<file path="src/rtl/lutram_fifo.sv">
// lutram_fifo: synchronous FIFO on a DEPTH x WIDTH distributed-RAM array with
// one write port and one asynchronous read port; first-word-fall-through on
// the consumer side, valid/ready handshakes on both ends.
//
// Configuration macro: LUTRAM_FIFO_OUTPUT_REG_EN
//   undefined : out_data/out_valid come straight from the RAM read port,
//               capacity DEPTH, push-to-out_valid latency 1 cycle.
//   defined   : a WIDTH-bit output register plus valid bit follows the RAM,
//               capacity DEPTH+1, push-to-out_valid latency 2 cycles.
//
// Ports:
//   clk        clock, all state updates on the rising edge
//   rst_n      asynchronous active-low reset
//   flush      synchronous discard of all contents
//   in_valid   producer offers in_data
//   in_ready   FIFO can accept (transfer on in_valid & in_ready)
//   in_data    entry to enqueue
//   out_valid  out_data holds the oldest entry
//   out_ready  consumer accepts (transfer on out_valid & out_ready)
//   out_data   oldest entry
//   count      entries held, including the output register when present
module lutram_fifo #(
  parameter int unsigned WIDTH = 32,
  parameter int unsigned DEPTH = 4
) (
  input  logic                         clk,
  input  logic                         rst_n,
  input  logic                         flush,
  input  logic                         in_valid,
  output logic                         in_ready,
  input  logic [WIDTH-1:0]             in_data,
  output logic                         out_valid,
  input  logic                         out_ready,
  output logic [WIDTH-1:0]             out_data,
  output logic [$clog2(DEPTH+2)-1:0]   count
);

  localparam int unsigned PW = (DEPTH > 1) ? $clog2(DEPTH) : 1;
  localparam int unsigned CW = $clog2(DEPTH + 2);
`ifdef LUTRAM_FIFO_OUTPUT_REG_EN
  localparam int unsigned CAP = DEPTH + 1;
`else
  localparam int unsigned CAP = DEPTH;
`endif
  localparam logic [PW-1:0] PTR_LAST = PW'(DEPTH - 1);
  localparam logic [CW-1:0] CAP_C    = CW'(CAP);

  logic [WIDTH-1:0] r_mem [DEPTH];
  logic [PW-1:0]    r_wr_ptr;
  logic [PW-1:0]    r_rd_ptr;
  logic [CW-1:0]    r_ram_cnt;

  logic             w_push;
  logic             w_pop;
  logic             w_rd;
  logic [CW-1:0]    w_count;

  // Compare-based wrap so non-power-of-two depths work.
  function automatic logic [PW-1:0] ptr_next(input logic [PW-1:0] p);
    return (p == PTR_LAST) ? '0 : p + PW'(1);
  endfunction

  // in_ready is held low during reset and while flushing.
  assign in_ready = rst_n & (w_count < CAP_C) & ~flush;
  assign w_push   = in_valid & in_ready;
  assign w_pop    = out_valid & out_ready;
  assign count    = w_count;

`ifdef LUTRAM_FIFO_OUTPUT_REG_EN
  logic             r_ov;
  logic [WIDTH-1:0] r_od;

  // Refill the output register whenever it empties or is being consumed.
  assign w_rd      = (~r_ov | w_pop) & (r_ram_cnt != '0);
  assign w_count   = r_ram_cnt + CW'(r_ov);
  assign out_valid = r_ov & ~flush;
  assign out_data  = r_od;

  // Output register valid bit.
  always_ff @(posedge clk or negedge rst_n) begin
    if (!rst_n) begin
      r_ov <= 1'b0;
    end else if (flush) begin
      r_ov <= 1'b0;
    end else if (w_rd) begin
      r_ov <= 1'b1;
    end else if (w_pop) begin
      r_ov <= 1'b0;
    end
  end

  // Output register payload; meaningless while r_ov is low.
  always_ff @(posedge clk) begin
    if (w_rd && !flush) begin
      r_od <= r_mem[r_rd_ptr];
    end
  end
`else
  assign w_rd      = w_pop;
  assign w_count   = r_ram_cnt;
  assign out_valid = (r_ram_cnt != '0) & ~flush;
  assign out_data  = r_mem[r_rd_ptr];
`endif

  // RAM write port; contents are intentionally not reset.
  always_ff @(posedge clk) begin
    if (w_push) begin
      r_mem[r_wr_ptr] <= in_data;
    end
  end

  // Pointer and occupancy tracking for the RAM array.
  always_ff @(posedge clk or negedge rst_n) begin
    if (!rst_n) begin
      r_wr_ptr  <= '0;
      r_rd_ptr  <= '0;
      r_ram_cnt <= '0;
    end else if (flush) begin
      r_wr_ptr  <= '0;
      r_rd_ptr  <= '0;
      r_ram_cnt <= '0;
    end else begin
      if (w_push) begin
        r_wr_ptr <= ptr_next(r_wr_ptr);
      end
      if (w_rd) begin
        r_rd_ptr <= ptr_next(r_rd_ptr);
      end
      if (w_push && !w_rd) begin
        r_ram_cnt <= r_ram_cnt + CW'(1);
      end else if (!w_push && w_rd) begin
        r_ram_cnt <= r_ram_cnt - CW'(1);
      end
    end
  end

endmodule

</file>
<file path="config.mk">
export PLATFORM = sky130hd
export DESIGN_NAME = lutram_fifo
export DESIGN_NICKNAME = d
export VERILOG_FILES = /design/src/rtl/lutram_fifo.sv
export SDC_FILE = /design/constraint.sdc
export NUM_CORES = 1
export LEC_CHECK = 0
export CAP_MARGIN = 20
export CORE_MARGIN = 4
export CORE_UTILIZATION = 58
export DETAILED_ROUTE_END_ITERATION = 6
export PLACE_DENSITY_LB_ADDON = 0.2
export SLEW_MARGIN = 20
export SYNTH_ARGS = -nofsm -noshare
export SYNTH_HDL_FRONTEND = slang
export SYNTH_SLANG_ARGS = --single-unit
export TNS_END_PERCENT = 30
</file>
<file path="constraint.sdc">
create_clock -name clk -period 3.8 [get_ports clk]
set_clock_uncertainty 0.05 [all_clocks]
set_input_delay 0.76 -clock clk [delete_from_list [all_inputs] [get_ports clk]]
set_output_delay 0.76 -clock clk [all_outputs]
set_load 0.02 [all_outputs]
</file>
Yosys cells after proc, flatten, opt, wreduce, memory -nomap -nowiden
Memories as Yosys holds them, arrays and structs flattened.
Cells that the tools add are included.
{"block": "word_totals", "regBits": 7, "out_inout_bits": 37, "n_memories": 1, "ramBits": 128, "in_bits": 37}
{"name": "r_mem", "depth": 4, "word_bits": 32, "read_ports": 1, "rd_ports_with_merged_regs": 0, "write_ports": 1, "line_no": "48", "source": "logic [WIDTH-1:0] r_mem [DEPTH];"}
{"block": "classes", "mux": 11, "order_cmp": 1, "eq_ne": 2, "addsub": 4, "n_reduce_logical": 8, "bitwise": 6}
{"operator": "$mux W2", "n": 6}
{"operator": "$mux W3", "n": 3}
{"operator": "$reduce_bool A3 Y1", "n": 2}
{"operator": "$and A1 B1 Y1", "n": 5}
{"operator": "$add A2 B1 Y2 const B", "n": 2}
{"operator": "$eq A2 B2 Y1 const B", "n": 2}
{"operator": "$reduce_bool A2 Y1", "n": 2}
{"operator": "$add A3 B1 Y3 const B", "n": 1}
{"operator": "$lt A3 B3 Y1 const B", "n": 1}
{"operator": "$sub A3 B1 Y3 const B", "n": 1}
{"operator": "$logic_and A1 B1 Y1", "n": 2}
{"operator": "$logic_not A1 Y1", "n": 2}
{"operator": "$mux W1", "n": 2}
{"operator": "$not A1 Y1", "n": 1}

Logic depth before layout (Yosys ltp)
{"block": "depth", "word_depth": 9, "depth_mapped": 7, "ltp_nobuf": 7}

Worst setup path before layout
Ideal clock, no wire load.
{"block": "synth_path", "path_kind": "input to register", "startpoint": "input port flush", "endpoint": "memory r_mem[0][0], enable pin", "setup_ns": 0.392, "path_buffers": 1, "slack_ns": 1.067, "cell_stages": 4, "arrival_ns": 2.291, "path_cell_list": "nor3b_2 and2_1 buf_2 and2_1"}
{"block": "synth_between", "elab_chain_len": 5}
{"element": "start, declared", "line_no": "28", "source": "input logic flush,"}
{"element": "$not A1 Y1", "line_no": "64", "source": "assign in_ready = rst_n & (w_count < CAP_C) & ~flush;"}
{"element": "$and A1 B1 Y1", "line_no": "64"}
{"element": "$and A1 B1 Y1", "line_no": "65", "source": "assign w_push = in_valid & in_ready;"}
{"element": "$mux W1", "line_no": "107", "source": "if (w_push) begin"}
{"element": "$mux W1 (implied by the code)", "line_no": "108", "source": "r_mem[r_wr_ptr] <= in_data;"}
{"element": "end, declared", "line_no": "48"}
No other way between the ends.

Worst setup path after layout
{"block": "layout_path", "startpoint": "register r_rd_ptr[0]", "endpoint": "output port out_data[2]"}
{"block": "layout_between", "elab_chain_len": 1}
{"element": "start, declared", "line_no": "50", "source": "logic [PW-1:0] r_rd_ptr;"}
{"element": "start signal, assigned", "line_no": "127", "source": "r_rd_ptr <= ptr_next(r_rd_ptr);"}
{"element": "$mem_v2 Z4 W32"}
{"element": "end, declared", "line_no": "34", "source": "output logic [WIDTH-1:0] out_data,"}
No other way between the ends.

==> impl_results.md <==
- Yosys top cell by area: edfxtp_1
- Avg Vias per Cell: around 5.7
- Top cells by area, synth: edfxtp_1, mux4_2, dfrtp_1
- Core area: roughly 8700 µm²
- Post-Synthesis Cell Area: 5140 µm²
- Adder and majority gate portion of the synthesized area: 0.0161
- CP Data Required Time: 2.99 ns
- Critical Path Start Type: register
- Max rail drop VDD: 373 µV
- Die ar.: between 10000 and 15000 µm²
- Max Clk Rate: between 200 and 300 MHz
- Pwr per Cell Area: 652 nW/µm²
- Hold WS: 0.474 ns
- Status: finished, final reports clean
- GRT Residual Overflow: 0
- MaxCap Viol Count: 0
- Largest family of logic cells by synthesized area: multiplexers
- Synth Area in Simple Gates: 0.0278
- Fin crit share: 0.921
- CTS buffer count: 17
- DRC violations left: 0
- Initial antenna violation count: 0
- Worst R2R Path Depth: 4
- Hpwl dp: around 5.5 mm
- H-tree depth: 4
- Syn Inst Count: 220
- Fin worst setup slack: 0.302 ns
- Crit-path max FO: 19
- Die X: 102 µm
- Relative slew slack: 0.404
- Critical path endpoint category: primary output
- Gr usage total: 0.192
- DRT iter0 DRCs: ~140
- Synth Register Bits: 135
- Clk slew on worst S/H paths: 0.06 ns
- WL/cell: 21.2 µm
- Num ports: 74
- RSZ-0062 raised after global routing: no
- Fin nets: 353
- Fill cells: 485
- Antenna diodes: 0
- Synth Area per Inst: 23.3 µm²
- Post_cts resized: 0
- Vias in the first global route: 2633
- Mux contribution to synthesized area: 0.142
- Layout cell share with drive strength beyond 1: 0.248
- Leak pwr: approximately 0.0022 µW
- Post-CTS Setup Inserts: 0
- Actual slew at the worst max-slew pin: 0.894 ns
- Hold_buf cts: 0
- Area delta synth->final: 29.8%
- Die Y: 102 µm
- Register area share after synthesis: 0.782
- Clk root buf: clkbuf_8
- Worst-Skew Late Latency: 0.50 ns
- Initial Utilization: 0.592
- Pwr Total: 4350 µW
- Via count: approximately 2500
- CTS Buffer Depth: 2
- Compound-Gate Fraction of Synth Area: 0.0112
- First-pass GRT wire length: 14.1 mm
- Yosys warnings: 0
- Largest net degree at the start of global routing: 35
- Hold violation total from the final report: 0
- Setup TNS: 0 ns
- Post-synth cell types: 29
- Synth Net Count: 263
- Fin. max-slew vios: 0
- Share of the synthesized area in the top cell type: 0.748
- CP Class: reg -> out
- Hold crit path type: in -> async
- Min Clock Period, post-route: between 3 and 4 ns
- Row count: 34
- Setup violators final: 0
- Post-Route WL: 9.10 mm
- Clock tree from TritonCTS: done
- Global placement routability congestion: between 0.7 and 0.8
- ANT nets after route: 0
- Placement Setup Slack: around 0.65 ns
- Port bufs: 73
- DR pass1 iterations: 5
- Critical path arrival: 2.69 ns
- Post-Synth XOR/XNOR Area: 0.00512
- CTS Sinks: approximately 140
placed cells by master (no fill, tap or decap), types with 2 or more instances in the layout:
cell and instances:
xnor2_1 3, clkdlybuf4s50_1 73, nor2_1 6, buf_4 6, inv_1 4, clkinv_4 3, edfxtp_1 128, clkbuf_16 16
mux4_2 32, ha_1 5, and2_2 4, dfrtp_1 5, inv_6 4, o21ai_0 2, o31ai_1 2, dfrtp_2 2
nand2_1 2, bufinv_16 5, buf_12 2
cells in the mapped netlist, drive strengths merged:
library cell    n
a31oi           1
or2b            1
nand2b          1
o32ai           1
xnor2           3
or3             1
nor3            1
edfxtp        128
nor2            6
a22o            1
nand2           2
dfrtp           7
o31ai           2
fa              1
nand4bb         1
mux4           32
nand4b          1
o21ai           2
o21bai          1
and2            5
mux2i           1
inv             4
clkbuf          1
buf             9
ha              5
nor3b           2
where the power goes:
part / internal, µW / total (µW) / switching [µW]
clock network: 1140 / 1740 / 597
logic: 470 / 842 / 372
registers: 1680 / 1770 / 89.1
critical path, stage by stage (launching register included):
cell             delay (ns)
dfrtp_2                0.77
buf_12                 0.27
mux4_2                 0.56
clkdlybuf4s50_1        0.56
flip-flops by register name (all words and copies together), names as in the netlist:
register / cells
count: 3
r_mem: 128
r_rd_ptr: 2
r_wr_ptr: 2
path summary, 6_finish.rpt:
check | startpoint | endpoint | slack [ns]
worst min-delay path | rst_n | r_wr_ptr[1]$_DFFE_PN0P_ | 0.47
min in group clk | r_wr_ptr[0]$_DFFE_PN0P_ | r_wr_ptr[0]$_DFFE_PN0P_ | 0.60
worst max-delay path | r_rd_ptr[0]$_DFFE_PN0P_ | out_data[2] | 0.30
max in group asynchronous | rst_n | r_rd_ptr[1]$_DFFE_PN0P_ | 2.95
worst max register to register | count[2]$_DFFE_PN0P_ | r_mem[3][9]$_DFFE_PP_ | 1.73
worst min register to register | r_wr_ptr[0]$_DFFE_PN0P_ | r_wr_ptr[0]$_DFFE_PN0P_ | 0.60
through the flow:
step	utilization	std cells	area [µm²]
after floorplan	-	220	5140
after global routing	0.768	430	6670
after global placement	0.695	399	6030
final	0.768	430	6670
after CTS	0.768	430	6670
after detailed placement	0.695	399	6030
per-layer routing:
layer / GRT usage / share of wire / vias up
met4: 0.0797 / 0.015 / 0
li1: - / - / 1098
met1: 0.248 / 0.41 / 1276
met5: 0 / 0 / -
met2: 0.312 / 0.53 / 64
met3: 0.0498 / 0.053 / 12
cells by family (layout without fill, tap and decap cells):
kind of cell             after synthesis  after routing
AO/OA/AOI/OAI                          8              8
buffers and inverters                 14            116
multiplexers                          33             33
AND/OR/NAND/NOR                       21             21
XOR/XNOR                               3              3
flip-flops                           135            135
adder cells (fa/ha/maj)                6              6
cell type report:
type | count | area (µm²) | share of cell area
repair buffers | 81 | 816 | 0.122
well taps | 108 | 135 | 0.0203
flip-flops and latches | 135 | 4020 | 0.603
multi-input cells | 71 | 1040 | 0.157
inverters | 4 | 15.0 | 0.00225
clock inverters | 13 | 219 | 0.0328
clock buffers | 18 | 418 | 0.0627
(Power assumes the default switching activity.)
